--- src/rtl/instr_loader_if.sv ---
// Byte-stream channel feeding the instruction loader.
// The source drives a byte plus a last-byte marker under valid;
// the loader answers with ready. A byte moves on a rising edge
// where valid and ready are both high.
interface instr_loader_if;
    logic       in_valid;
    logic [7:0] in_byte;
    logic       in_last;
    logic       in_ready;

    // Byte producer (program source / testbench).
    modport master (
        output in_valid,
        output in_byte,
        output in_last,
        input  in_ready
    );

    // Byte consumer (the loader).
    modport slave (
        input  in_valid,
        input  in_byte,
        input  in_last,
        output in_ready
    );
endinterface

--- src/rtl/instr_loader.sv ---
// Instruction store writer and fetch port.
// Assembles byte pairs (high byte first) into 16-bit words and writes
// them sequentially into a 16-entry store. The fetch port returns a
// stored word only once a complete program is loaded, and only for
// addresses that belong to that program; everything else reads as NOP.
module instr_loader #(
    parameter int ADDR_W = 4,
    parameter int WORD_W = 16
) (
    input  logic              clk,
    input  logic              clear_n,
    input  logic              start_load,
    instr_loader_if.slave     bs,
    output logic              load_busy,
    output logic              load_done,
    output logic [ADDR_W:0]   word_count,
    input  logic [ADDR_W-1:0] read,
    output logic [WORD_W-1:0] instr,
    output logic              run
);
    localparam int DEPTH = 1 << ADDR_W;

    typedef enum logic [2:0] {
        IDLE    = 3'd0,
        LOAD_HI = 3'd1,
        LOAD_LO = 3'd2,
        WRITE   = 3'd3,
        DONE    = 3'd4
    } state_t;

    state_t              state_reg, state_next;
    logic [ADDR_W-1:0]   wptr_reg, wptr_next;
    logic [ADDR_W:0]     count_reg, count_next;
    logic [7:0]          hi_reg;
    logic [7:0]          lo_reg;
    logic                last_reg;
    logic                ready_int;
    logic                busy_int;
    logic                done_int;
    logic                wr_en;
    logic [WORD_W-1:0]   mem_reg [DEPTH];

    // State, write pointer and word counter registers.
    always_ff @(posedge clk or negedge clear_n) begin
        if (!clear_n) begin
            state_reg <= IDLE;
            wptr_reg  <= '0;
            count_reg <= '0;
        end else begin
            state_reg <= state_next;
            wptr_reg  <= wptr_next;
            count_reg <= count_next;
        end
    end

    // Next-state logic and handshake/status decode.
    always_comb begin
        state_next = state_reg;
        wptr_next  = wptr_reg;
        count_next = count_reg;
        ready_int  = 1'b0;
        busy_int   = 1'b0;
        done_int   = 1'b0;
        wr_en      = 1'b0;
        case (state_reg)
            IDLE: begin
                if (start_load) begin
                    state_next = LOAD_HI;
                    wptr_next  = '0;
                    count_next = '0;
                end
            end
            LOAD_HI: begin
                ready_int = 1'b1;
                busy_int  = 1'b1;
                if (bs.in_valid) begin
                    state_next = LOAD_LO;
                end
            end
            LOAD_LO: begin
                ready_int = 1'b1;
                busy_int  = 1'b1;
                if (bs.in_valid) begin
                    state_next = WRITE;
                end
            end
            WRITE: begin
                busy_int   = 1'b1;
                wr_en      = 1'b1;
                wptr_next  = wptr_reg + 1'b1;
                count_next = count_reg + 1'b1;
                // The last slot closes the load even without a last marker.
                if (last_reg || (wptr_reg == ADDR_W'(DEPTH - 1))) begin
                    state_next = DONE;
                end else begin
                    state_next = LOAD_HI;
                end
            end
            DONE: begin
                done_int = 1'b1;
                if (start_load) begin
                    state_next = LOAD_HI;
                    wptr_next  = '0;
                    count_next = '0;
                end
            end
            default: begin
                state_next = IDLE;
            end
        endcase
    end

    // Byte holding registers; the last marker is only meaningful with the low byte.
    always_ff @(posedge clk or negedge clear_n) begin
        if (!clear_n) begin
            hi_reg   <= '0;
            lo_reg   <= '0;
            last_reg <= 1'b0;
        end else begin
            if ((state_reg == LOAD_HI) && bs.in_valid) begin
                hi_reg <= bs.in_byte;
            end
            if ((state_reg == LOAD_LO) && bs.in_valid) begin
                lo_reg   <= bs.in_byte;
                last_reg <= bs.in_last;
            end
        end
    end

    // Instruction store: one register per word so reset can clear every entry.
    generate
        for (genvar gi = 0; gi < DEPTH; gi++) begin : g_mem
            // Word gi is written only in WRITE when the pointer selects it.
            always_ff @(posedge clk or negedge clear_n) begin
                if (!clear_n) begin
                    mem_reg[gi] <= '0;
                end else if (wr_en && (wptr_reg == ADDR_W'(gi))) begin
                    mem_reg[gi] <= {hi_reg, lo_reg};
                end
            end
        end
    endgenerate

    // Fetch port: hide the store until loaded and hide stale words past the program end.
    always_comb begin
        instr = '0;
        if (done_int && ({1'b0, read} < count_reg)) begin
            instr = mem_reg[read];
        end
    end

    assign bs.in_ready = ready_int;
    assign load_busy   = busy_int;
    assign load_done   = done_int;
    assign run         = done_int;
    assign word_count  = count_reg;

endmodule

--- src/flat_wrapper.sv ---
// flat-port wrapper written by rule: the top's interface ports become plain ports
module instr_loader_flat 
#(
    parameter int ADDR_W = 4,
    parameter int WORD_W = 16
)
  (clk, clear_n, start_load, load_busy, load_done, word_count, read, instr, run, bs_in_valid, bs_in_byte, bs_in_last, bs_in_ready);
  instr_loader_if bs_i ();
  input  logic clk;
  input  logic clear_n;
  input  logic start_load;
  output logic load_busy;
  output logic load_done;
  output logic [ADDR_W:0] word_count;
  input  logic [ADDR_W-1:0] read;
  output logic [WORD_W-1:0] instr;
  output logic run;
  input wire logic [$bits(bs_i.in_valid)-1:0] bs_in_valid;
  input wire logic [$bits(bs_i.in_byte)-1:0] bs_in_byte;
  input wire logic [$bits(bs_i.in_last)-1:0] bs_in_last;
  output wire logic [$bits(bs_i.in_ready)-1:0] bs_in_ready;
  assign bs_i.in_valid = bs_in_valid;
  assign bs_i.in_byte = bs_in_byte;
  assign bs_i.in_last = bs_in_last;
  assign bs_in_ready = bs_i.in_ready;
  instr_loader #(.ADDR_W(ADDR_W), .WORD_W(WORD_W)) u_core (.clk(clk), .clear_n(clear_n), .start_load(start_load), .bs(bs_i), .load_busy(load_busy), .load_done(load_done), .word_count(word_count), .read(read), .instr(instr), .run(run));
endmodule
--- config.mk ---
export PLATFORM = sky130hd
export DESIGN_NAME = instr_loader_flat
export DESIGN_NICKNAME = d
export VERILOG_FILES = /design/src/rtl/instr_loader_if.sv /design/src/rtl/instr_loader.sv /design/src/flat_wrapper.sv
export SDC_FILE = /design/constraint.sdc
export NUM_CORES = 1
export LEC_CHECK = 0
export ABC_CLOCK_PERIOD_IN_PS = 2100
export BUFFER_PORTS_ARGS = -buffer_cell sky130_fd_sc_hd__buf_2
export CORE_MARGIN = 2
export CORE_UTILIZATION = 40
export CTS_BUF_LIST = sky130_fd_sc_hd__clkbuf_16
export CTS_CLUSTER_SIZE = 24
export DETAILED_ROUTE_END_ITERATION = 10
export SLEW_MARGIN = 30
export SYNTH_ARGS = -nofsm -noshare
export SYNTH_HDL_FRONTEND = slang
export SYNTH_SLANG_ARGS = --single-unit
--- constraint.sdc ---
create_clock -name clk -period 2.1 [get_ports clk]
set_input_delay 0.105 -clock clk [delete_from_list [all_inputs] [get_ports clk]]
set_output_delay 0.105 -clock clk [all_outputs]
set_load 0.01 [all_outputs]
After elaboration in Yosys (flattened, before gate mapping)
Index checks and enable logic that the tools add are counted.
{"block": "op_classes", "n_addsub": 2, "reduce_logical": 28, "magnitude_cmp": 2, "n_eq_ne": 22, "bitwise": 1, "n_mux": 17}
{"op": "$bmux W16 S4", "count": 1}
{"op": "$mux W16", "count": 3}
{"op": "$eq A4 B4 Y1 const B", "count": 8}
{"op": "$logic_and A1 B1 Y1", "count": 19}
{"op": "$eq A4 B3 Y1 const B", "count": 4}
{"op": "$mux W3", "count": 4}
{"op": "$pmux W3 S4", "count": 1}
{"op": "$pmux W5 S2", "count": 1}
{"op": "$eq A4 B2 Y1 const B", "count": 2}
{"op": "$pmux W4 S2", "count": 1}
{"op": "$eq A3 B2 Y1 const B", "count": 2}
{"op": "$add A5 B1 Y5 const B", "count": 1}
{"op": "$ge A5 B5 Y1 const B", "count": 1}
{"op": "$lt A4 B5 Y1", "count": 1}
{"op": "$mux W5", "count": 1}
{"op": "$not A4 Y5", "count": 1}
{"op": "$add A4 B1 Y4 const B", "count": 1}
{"op": "$eq A4 B1 Y1 const B", "count": 1}
{"op": "$logic_not A4 Y1", "count": 1}
{"op": "$mux W1", "count": 4}
{"op": "$mux W4", "count": 1}
{"op": "$ne A2 B2 Y1 const B", "count": 2}
{"op": "$reduce_or A2 Y1", "count": 2}
{"op": "$eq A3 B1 Y1 const B", "count": 1}
{"op": "other kinds (8)", "count": 8}
{"block": "totals", "reg_bits": 285, "elab_cells": 94}

Logic depth before layout (Yosys ltp)
Gate-level depths: netlist (run 1).
{"block": "depth", "word_depth": 5, "mapped_depth": 7, "depth_no_buf": 5}

Worst setup path after synthesis (run 1)
Ideal clock, no wire load.
{"block": "synth_timing", "path_type": "register -> output", "startpoint": "register u_core.count_reg[3] (netlist: u_core.word_count[3])", "endpoint": "output instr[10]", "slack_ps": 294, "stages_incl_launch_ff": 7, "required_ps": 1995, "arrival_ps": 1701, "path_cell_list": "dfrtp_1 inv_1 ha_1 a21oi_1 o21ai_1 clkbuf_1 a221oi_1"}
{"block": "synth_between", "elab_chain_len": 3}
{"item": "start, declared", "line_no": "instr_loader.sv:33", "source": "logic [ADDR_W:0] count_reg, count_next;"}
{"item": "start signal, assigned", "line_no": "instr_loader.sv:52", "source": "count_reg <= count_next;"}
{"item": "$lt A4 B5 Y1", "line_no": "instr_loader.sv:147", "source": "if (done_int && ({1'b0, read} < count_reg)) begin"}
{"item": "$logic_and A1 B1 Y1", "line_no": "instr_loader.sv:147"}
{"item": "$mux W16", "line_no": "instr_loader.sv:147"}
{"item": "end, declared", "line_no": "flat_wrapper.sv:16", "source": "output logic [WORD_W-1:0] instr;"}
Every way passes these cells.

Worst setup path in the final report (run 1)
{"block": "layout_timing", "startpoint": "register u_core.count_reg[3] (netlist: u_core.word_count[3])", "endpoint": "output instr[2]"}
Same word-level chain as after synthesis.

==> results of run 1 <==
==> stage by stage <==
| stage | total power, mW | utilization, % | instance area, um2 |
|---|---|---|---|
| after floorplan | 10.4 | - | 13400 |
| after global placement | 11.6 | 43.9 | 14400 |
| after detailed placement | 11.7 | 43.9 | 14400 |
| after CTS | 16.9 | 47.7 | 15600 |
| after global routing | 17.7 | 47.9 | 15700 |
| final | 16.8 | 47.9 | 15700 |
==> metal layers <==
metal	share of wire (%)	track usage, %
met5	0	0
met4	2.6	5.89
met3	5.0	3.04
met2	47	30.4
met1	45	27.0
==> layout by cell type, fill, tap and decap left out, types with 15 or more instances in the layout <==
master / instances
mux2i_1: 50
mux4_2: 35
buf_4: 46
a221oi_1: 16
dfrtp_1: 285
mux2_2: 269
clkbuf_16: 31
o21ai_0: 15
buf_2: 38
buf_12: 18
==> final timing paths <==
path / startpoint / to / slack (ps) / cells past startpoint
worst min-delay path: clear_n / u_core.mem_reg[159]$_DFFE_PN0P_ / 50 / 2
worst max-delay path: u_core.word_count[3]$_DFFE_PN0P_ / instr[2] / -220 / 7
worst max register to register: u_core.state_reg[0]$_DFFE_PN0P_ / u_core.mem_reg[170]$_DFFE_PN0P_ / 180 / 5
min in group clk: bs_in_byte[5] / u_core.hi_reg[5]$_DFFE_PN0P_ / 340 / 3
max in group asynchronous: clear_n / u_core.mem_reg[184]$_DFFE_PN0P_ / 1260 / 3
worst min register to register: u_core.mem_reg[11]$_DFFE_PN0P_ / u_core.mem_reg[11]$_DFFE_PN0P_ / 480 / 1
==> cell type report <==
type,count,area (um2)
Multi-Input combinational cell,518,6000
Inverter,8,31.3
Sequential cell,285,7130
Timing Repair Buffer,118,1070
Fill cell,2829,17100
Clock buffer,31,776
Clock inverter,25,139
Tap cell,442,553
==> cell families after synthesis <==
kind of cell / count (synthesis) / synth area share, %
AO/OA/AOI/OAI: 74 / 4.08
XOR/XNOR: 5 / 0.327
adder cells (fa/ha/maj): 8 / 0.748
buffers and inverters: 78 / 3.56
flip-flops: 285 / 53.3
multiplexers: 372 / 34.6
AND/OR/NAND/NOR: 59 / 3.39
==> report_power, final <==
group	switching [mW]	internal, mW	leakage (nW)
Combinational	1.60	2.06	3.21
Clock	2.16	2.78	0.460
Sequential	1.37	6.80	3.85
Total	5.14	11.6	7.52
==> critical path: cells and delay by family, from the launching register on <==
family	cells	cell delay, ps
compound gates	3	590
buf+inv	3	440
flops	1	400
fa+ha+maj	1	210
==> repair_timing <==
item,in CTS,in global routing
gates resized for setup,32,8
endpoints found under the hold margin,305,0
pin swaps,10,5
cloned,1,0
hold buffers,12,0
setup endpoints to repair,16,16
setup buffers,2,1
==> metrics.txt, run 1 <==
# TYPE chip_impl_metric gauge
chip_impl_metric{name="slew-limit-headroom",unit="%"} 37.0
chip_impl_metric{name="post-route-worst-setup-slack",unit="ps"} -217
chip_impl_metric{name="clock_tree.htree_level_count",unit=""} 1
chip_impl_metric{name="p_per_area",unit="nW/um2"} 1070
chip_impl_metric{name="achievable-frequency",unit="MHz"} 432
chip_impl_metric{name="drtAntennaViolNets",unit=""} 0
chip_impl_metric{name="finalHoldViolations",unit=""} 0
chip_impl_metric{name="post-synth-top-area-fraction",unit="%"} 53.3
chip_impl_metric{name="placeableCoreArea",unit="um2"} 32800
chip_impl_metric{name="avgRoutedWirePerCell",unit="um"} 23.1
chip_impl_metric{name="placement_rows",unit=""} 66
chip_impl_metric{name="post-route-period-util",unit="%"} 110
chip_impl_metric{name="mapped_avg_cell_area",unit="um2"} 15.2
chip_impl_metric{name="finish.net_count",unit=""} 987
chip_impl_metric{name="worst_slew_pin_slew",unit="ps"} 944
chip_impl_metric{name="mappedNetlistNets",unit=""} 906
chip_impl_info{name="crit_path_end_kind",value="output pin"} 1
chip_impl_metric{name="worst_case_hold_slack",unit="ps"} 52.1
chip_impl_info{name="yosysMostFrequentCell",value="dfrtp_1"} 1
chip_impl_metric{name="firstDrtPassIters",unit=""} 4
chip_impl_metric{name="cts-root-to-sink-buffers",unit=""} 3
chip_impl_metric{name="floorplan.initialDensity",unit="%"} 40.8
chip_impl_metric{name="power.ir.vdd_worst",unit="V"} 0.000615
chip_impl_metric{name="grt_pass1_vias",unit=""} 8269
chip_impl_metric{name="io_pins",unit=""} 42
chip_impl_metric{name="pre_cts_slack",unit="ps"} 50.1
chip_impl_metric{name="timing.final.crit_period",unit="ps"} 2320
chip_impl_info{name="failed_checks",value="negative setup slack"} 1
chip_impl_metric{name="drt-total-wl",unit="mm"} 32.9
chip_impl_info{name="synth_area_leaders",value="dfrtp_1 (53%), mux2_2 (23%), mux4_2 (5.9%)"} 1
chip_impl_metric{name="finalClockSkew",unit="ps"} 15.6
chip_impl_metric{name="tritoncts.num_buffers",unit=""} 31
chip_impl_metric{name="share_of_flip_flops_with_an_asynchronous_set_or_reset_after_synthesis",unit="%"} 100
chip_impl_metric{name="yosys_register_bits",unit=""} 285
chip_impl_metric{name="max-cap-violations",unit=""} 0
chip_impl_info{name="rsz0062_at_grt",value="true"} 1
chip_impl_metric{name="detail_route.drc_violations",unit=""} 0
chip_impl_metric{name="gp_routability_congestion",unit=""} 0.760
chip_impl_metric{name="stdcell_count",unit=""} 1427
chip_impl_metric{name="critical-path-max-stage-delay",unit="ps"} 400
chip_impl_metric{name="n_antenna_cell",unit=""} 0
chip_impl_metric{name="yosysWarnings",unit=""} 0
chip_impl_metric{name="critical_path_required",unit="ps"} 2000
chip_impl_metric{name="overflow",unit=""} 0
chip_impl_metric{name="slew_violations",unit=""} 0
chip_impl_info{name="synthDominantAreaCellType",value="dfrtp_1"} 1
chip_impl_metric{name="leakagePower",unit="nW"} 7.52
chip_impl_metric{name="viasPerCell",unit=""} 5.51
chip_impl_metric{name="number_of_enable_flip_flop_cells_after_synthesis",unit=""} 0
chip_impl_metric{name="crit_arrival",unit="ps"} 2210
chip_impl_metric{name="grt_start_max_net_pins",unit=""} 71
chip_impl_metric{name="grt_first_pass_wirelength",unit="mm"} 51.5
chip_impl_metric{name="grt.total_usage",unit="%"} 19.1
chip_impl_metric{name="timing.final.setup_violations",unit=""} 16
chip_impl_metric{name="seq_area_frac_synth",unit="%"} 53.3
chip_impl_info{name="status",value="finished, violations left"} 1
chip_impl_metric{name="largest_reg_flops",unit=""} 256
chip_impl_metric{name="path_max_fanout",unit=""} 6
chip_impl_metric{name="layout-drive-gt1-share",unit="%"} 52.1
chip_impl_metric{name="worst_setup_hold_path_clk_slew",unit="ps"} 60
chip_impl_metric{name="first_iter_violations",unit=""} 586
chip_impl_metric{name="synth_cells",unit=""} 881
chip_impl_metric{name="port_buffers",unit=""} 41
chip_impl_metric{name="number_of_antenna_violations_at_the_first_check_in_global_routing",unit=""} 0
chip_impl_metric{name="die_w",unit="um"} 187
chip_impl_info{name="crit_chain",value="inv_2, ha_4, a21oi_4, o21ai_4, buf_8, a221oi_4, buf_2"} 1
chip_impl_info{name="synth_ff_type",value="dfrtp_1"} 1
chip_impl_metric{name="dpl.cell_count",unit=""} 1355
chip_impl_metric{name="tritoncts_num_sinks",unit=""} 285
chip_impl_info{name="timing.critical_path.slowest_stage_cell",value="dfrtp_1"} 1
chip_impl_metric{name="finalSetupTns",unit="ps"} -2500
chip_impl_metric{name="routed-via-count",unit=""} 7858
chip_impl_info{name="critPathKind",value="flip-flop to output pin"} 1
chip_impl_info{name="hold_path.class",value="input pin to asynchronous set/reset pin"} 1
chip_impl_metric{name="dieArea",unit="um2"} 34900
chip_impl_info{name="cts_tree",value="built"} 1
chip_impl_info{name="yosys-top-cells-count",value="dfrtp_1 (285), mux2_2 (269), mux2i_1 (50)"} 1
chip_impl_metric{name="die_height",unit="um"} 187
chip_impl_metric{name="areaGrowthSynthToFinish",unit="%"} 17.3
chip_impl_metric{name="dp_hpwl",unit="mm"} 21.4
chip_impl_info{name="root_buffer",value="clkbuf_16"} 1
chip_impl_metric{name="worstSkewPairLatency",unit="ps"} 550
chip_impl_metric{name="synth_cell_types",unit=""} 42
chip_impl_metric{name="synthesized_area",unit="um2"} 13400
chip_impl_info{name="timing.critical_path.from_type",value="flip-flop"} 1
Power figures use the tool's default switching activity.
==> run 2: changes to the inputs <==
--- a/config.mk
+++ b/config.mk
@@ -5,6 +5,7 @@
 export SDC_FILE = /design/constraint.sdc
 export NUM_CORES = 1
 export LEC_CHECK = 0
+export ABC_AREA = 1
 export ABC_CLOCK_PERIOD_IN_PS = 2100
 export BUFFER_PORTS_ARGS = -buffer_cell sky130_fd_sc_hd__buf_2
 export CORE_MARGIN = 2
==> metrics.txt, run 2 <==
# TYPE chip_impl_metric gauge
chip_impl_info{name="status",value="finished, violations left"} 1
chip_impl_info{name="failed_checks",value="negative setup slack"} 1
chip_impl_metric{name="critical-path-max-stage-delay",unit="ps"} 390
chip_impl_metric{name="clock_tree.htree_level_count",unit=""} 1
chip_impl_metric{name="first_iter_violations",unit=""} 1221
chip_impl_info{name="timing.critical_path.slowest_stage_cell",value="dfrtp_1"} 1
chip_impl_metric{name="number_of_enable_flip_flop_cells_after_synthesis",unit=""} 0
chip_impl_metric{name="tritoncts_num_sinks",unit=""} 285
chip_impl_info{name="synth_ff_type",value="dfrtp_1"} 1
chip_impl_info{name="path_delay_family",value="buffers and inverters"} 1
chip_impl_metric{name="number_of_antenna_violations_at_the_first_check_in_global_routing",unit=""} 0
chip_impl_metric{name="switching_share",unit="%"} 34.4
chip_impl_metric{name="p_per_area",unit="nW/um2"} 1080
chip_impl_metric{name="overflow",unit=""} 0
chip_impl_metric{name="max-cap-violations",unit=""} 0
chip_impl_metric{name="power.ir.vdd_worst",unit="V"} 0.000814
chip_impl_info{name="synth_area_leaders",value="dfrtp_1 (53%), nand2_1 (16%), o21ai_1 (7.0%)"} 1
chip_impl_metric{name="achievable-frequency",unit="MHz"} 439
chip_impl_metric{name="finalSetupTns",unit="ps"} -2460
chip_impl_info{name="timing.critical_path.from_type",value="flip-flop"} 1
chip_impl_metric{name="worst_slew_pin_slew",unit="ps"} 610
chip_impl_metric{name="power.share.combinational",unit="%"} 23.9
chip_impl_metric{name="grt.total_usage",unit="%"} 21.4
chip_impl_metric{name="timing.final.crit_period",unit="ps"} 2280
chip_impl_info{name="crit_chain",value="inv_2, ha_4, a21oi_4, o21ai_2, nor2_4, buf_12, clkbuf_16, nand2_1, nor2_1, buf_2"} 1
chip_impl_metric{name="critical_path_required",unit="ps"} 2000
chip_impl_metric{name="total_switching_power",unit="mW"} 5.71
chip_impl_metric{name="seq_area_frac_synth",unit="%"} 53.3
chip_impl_metric{name="tritoncts.num_buffers",unit=""} 31
chip_impl_metric{name="routed-via-count",unit=""} 11042
chip_impl_metric{name="largest_reg_flops",unit=""} 256
chip_impl_info{name="yosysMostFrequentCell",value="nand2_1"} 1
chip_impl_metric{name="grt_start_max_net_pins",unit=""} 97
chip_impl_metric{name="worst_setup_hold_path_clk_slew",unit="ps"} 60
chip_impl_metric{name="area_occupied_by_multi_input_gates",unit="um2"} 5480
chip_impl_metric{name="io_pins",unit=""} 42
chip_impl_info{name="crit_path_end_kind",value="output pin"} 1
chip_impl_metric{name="yosys_register_bits",unit=""} 285
chip_impl_metric{name="gp_routability_congestion",unit=""} 0.770
chip_impl_metric{name="viasPerCell",unit=""} 5.27
chip_impl_metric{name="total_power_after_layout",unit="mW"} 16.6
chip_impl_info{name="root_buffer",value="clkbuf_16"} 1
chip_impl_metric{name="grt_first_pass_wirelength",unit="mm"} 60.1
chip_impl_metric{name="slew_violations",unit=""} 0
chip_impl_metric{name="n_antenna_cell",unit=""} 0
chip_impl_metric{name="detail_route.drc_violations",unit=""} 0
chip_impl_info{name="most_common_cell_after_layout_fill_and_taps_aside",value="nand2_1"} 1
chip_impl_info{name="critPathKind",value="flip-flop to output pin"} 1
chip_impl_metric{name="areaGrowthSynthToFinish",unit="%"} 14.6
chip_impl_metric{name="post-route-worst-setup-slack",unit="ps"} -177
chip_impl_metric{name="placeableCoreArea",unit="um2"} 32700
chip_impl_metric{name="post-synth-top-area-fraction",unit="%"} 53.3
chip_impl_metric{name="avgRoutedWirePerCell",unit="um"} 17.8
chip_impl_metric{name="mappedNetlistNets",unit=""} 1639
chip_impl_metric{name="worstSkewPairLatency",unit="ps"} 570
chip_impl_info{name="mostFrequentLayoutCells",value="nand2_1 (572), dfrtp_1 (285), o21ai_1 (186)"} 1
chip_impl_metric{name="drt-total-wl",unit="mm"} 37.2
chip_impl_metric{name="power_frac_seq",unit="%"} 44.4
chip_impl_metric{name="layout-drive-gt1-share",unit="%"} 11.5
chip_impl_metric{name="die_height",unit="um"} 187
chip_impl_metric{name="post-route-period-util",unit="%"} 108
chip_impl_metric{name="port_buffers",unit=""} 41
chip_impl_metric{name="path_max_fanout",unit=""} 8
chip_impl_info{name="yosys-top-cells-count",value="nand2_1 (582), dfrtp_1 (285), o21ai_1 (187)"} 1
chip_impl_metric{name="yosysWarnings",unit=""} 0
chip_impl_metric{name="leakagePower",unit="nW"} 6.86
chip_impl_metric{name="finalHoldViolations",unit=""} 0
chip_impl_metric{name="finalClockSkew",unit="ps"} 26.8
chip_impl_metric{name="internal-power",unit="mW"} 10.9
chip_impl_metric{name="cp.buffers_inverters",unit=""} 4
chip_impl_info{name="hold_path.class",value="input pin to asynchronous set/reset pin"} 1
chip_impl_metric{name="dp_hpwl",unit="mm"} 21.7
chip_impl_metric{name="share_clk_of_total_power",unit="%"} 31.7
chip_impl_metric{name="cts-root-to-sink-buffers",unit=""} 3
chip_impl_metric{name="slew-limit-headroom",unit="%"} 59.3
chip_impl_metric{name="number_of_filler_cells_placed_in_the_layout",unit=""} 3216
chip_impl_metric{name="timing.final.setup_violations",unit=""} 16
chip_impl_metric{name="placement_rows",unit=""} 66
chip_impl_metric{name="firstDrtPassIters",unit=""} 6
chip_impl_metric{name="sequential_cell_area",unit="um2"} 7130
chip_impl_metric{name="synth_cell_types",unit=""} 28
chip_impl_metric{name="crit_arrival",unit="ps"} 2170
chip_impl_info{name="rsz0062_at_grt",value="true"} 1
chip_impl_metric{name="grt_pass1_vias",unit=""} 10880
chip_impl_metric{name="mapped_avg_cell_area",unit="um2"} 8.29
chip_impl_info{name="synthDominantAreaCellType",value="dfrtp_1"} 1
chip_impl_metric{name="finish.net_count",unit=""} 1654
chip_impl_metric{name="synth_cells",unit=""} 1614
chip_impl_metric{name="drtAntennaViolNets",unit=""} 0
chip_impl_metric{name="floorplan.initialDensity",unit="%"} 40.9
chip_impl_metric{name="dieArea",unit="um2"} 34900
chip_impl_metric{name="synthesized_area",unit="um2"} 13400
chip_impl_metric{name="share_of_flip_flops_with_an_asynchronous_set_or_reset_after_synthesis",unit="%"} 100
chip_impl_info{name="cts_tree",value="built"} 1
chip_impl_metric{name="die_w",unit="um"} 187
[run 2: cell types whose count changed after synthesis, moves of 35 or more]
cell     change
o21ai_0     +79
nand2_1    +569
inv_1       +46
mux2_2     -269
mux2i_1     -50
nand3_1    +167
mux4_2      -35
o21ai_1    +186
a21oi_1     +35
[run 2: per-stage QoR]
step / utilization [%] / setup WS [ps] / area (um2) / hold WS, ps / cells
after floorplan: - / 403 / 13400 / -191 / 1614
after global placement: 42.6 / 171 / 13900 / -4.18 / 2014
after detailed placement: 42.6 / 104 / 13900 / -4.86 / 2014
after CTS: 46.3 / -162 / 15100 / 16.9 / 2089
after global routing: 46.9 / -257 / 15300 / 43.6 / 2094
final: 46.9 / -177 / 15300 / 19.0 / 2094
[run 2: path summary, 6_finish.rpt]
check,startpoint,cells past startpoint,slack (ps),to
setup / recovery,u_core.word_count[3]$_DFFE_PN0P_,10,-180,instr[8]
hold / removal,clear_n,2,20,u_core.mem_reg[97]$_DFFE_PN0P_
min in group clk,bs_in_byte[6],4,350,u_core.lo_reg[6]$_DFFE_PN0P_
setup reg to reg,u_core.state_reg[1]$_DFFE_PN0P_,8,250,u_core.state_reg[1]$_DFFE_PN0P_
max in group asynchronous,clear_n,3,1390,u_core.mem_reg[238]$_DFFE_PN0P_
hold reg to reg,u_core.mem_reg[74]$_DFFE_PN0P_,2,480,u_core.mem_reg[74]$_DFFE_PN0P_
[run 2: final cells by class]
cell class              instances  area share [%]
flip-flops and latches        285            46.5
multi-input cells            1147            35.7
inverters                      59            1.48
clock inverters                25            1.28
clock buffers                  31            5.06
repair buffers                105            6.36
well taps                     442            3.61
[run 2: logic make-up (layout without fill, tap and decap cells)]
kind of cell	count (synthesis)	count (layout)	share of synthesized area [%]
simple gates	803	803	26.3
compound gates	336	336	12.7
flops	285	285	53.3
buf+inv	182	220	6.94
fa+ha+maj	8	8	0.748
[run 2: layer usage]
metal	share of wire (%)	GRT usage, %	wire (um)	vias up
li1	-	-	-	5342
met1	46	30.6	17200	5294
met2	46	34.3	17000	347
met3	6.0	3.36	2240	59
met4	2.1	5.19	781	0
met5	0	0	0	-
[run 2: timing repair]
item,CTS,global route
gates cloned,0,1
buffers inserted,5,4
hold endpoints to repair,308,0
pin swaps,8,18
gates resized for setup,15,34
endpoints found under the setup margin,16,16
hold buffers,14,0
[run 2: worst reg2reg max path, stage by stage, from the launching register on]
cell           delay [ps]
dfrtp_1               430
inv_1                 120
nor2_1                 60
nand2_1               120
nand2_1               100
a21oi_1               220
nand2_1                80
o21ai_0                90
dlygate4sd3_1         570
[run 2: power by group through the flow]
stage | registers [mW] | clock network (mW) | logic (mW)
floorplan | 7.21 | 0 | 2.83
global placement | 7.41 | 0 | 3.73
detailed placement | 7.44 | 0 | 3.82
CTS | 7.35 | 5.37 | 3.93
global route | 7.51 | 5.61 | 4.50
finish | 7.38 | 5.26 | 3.97
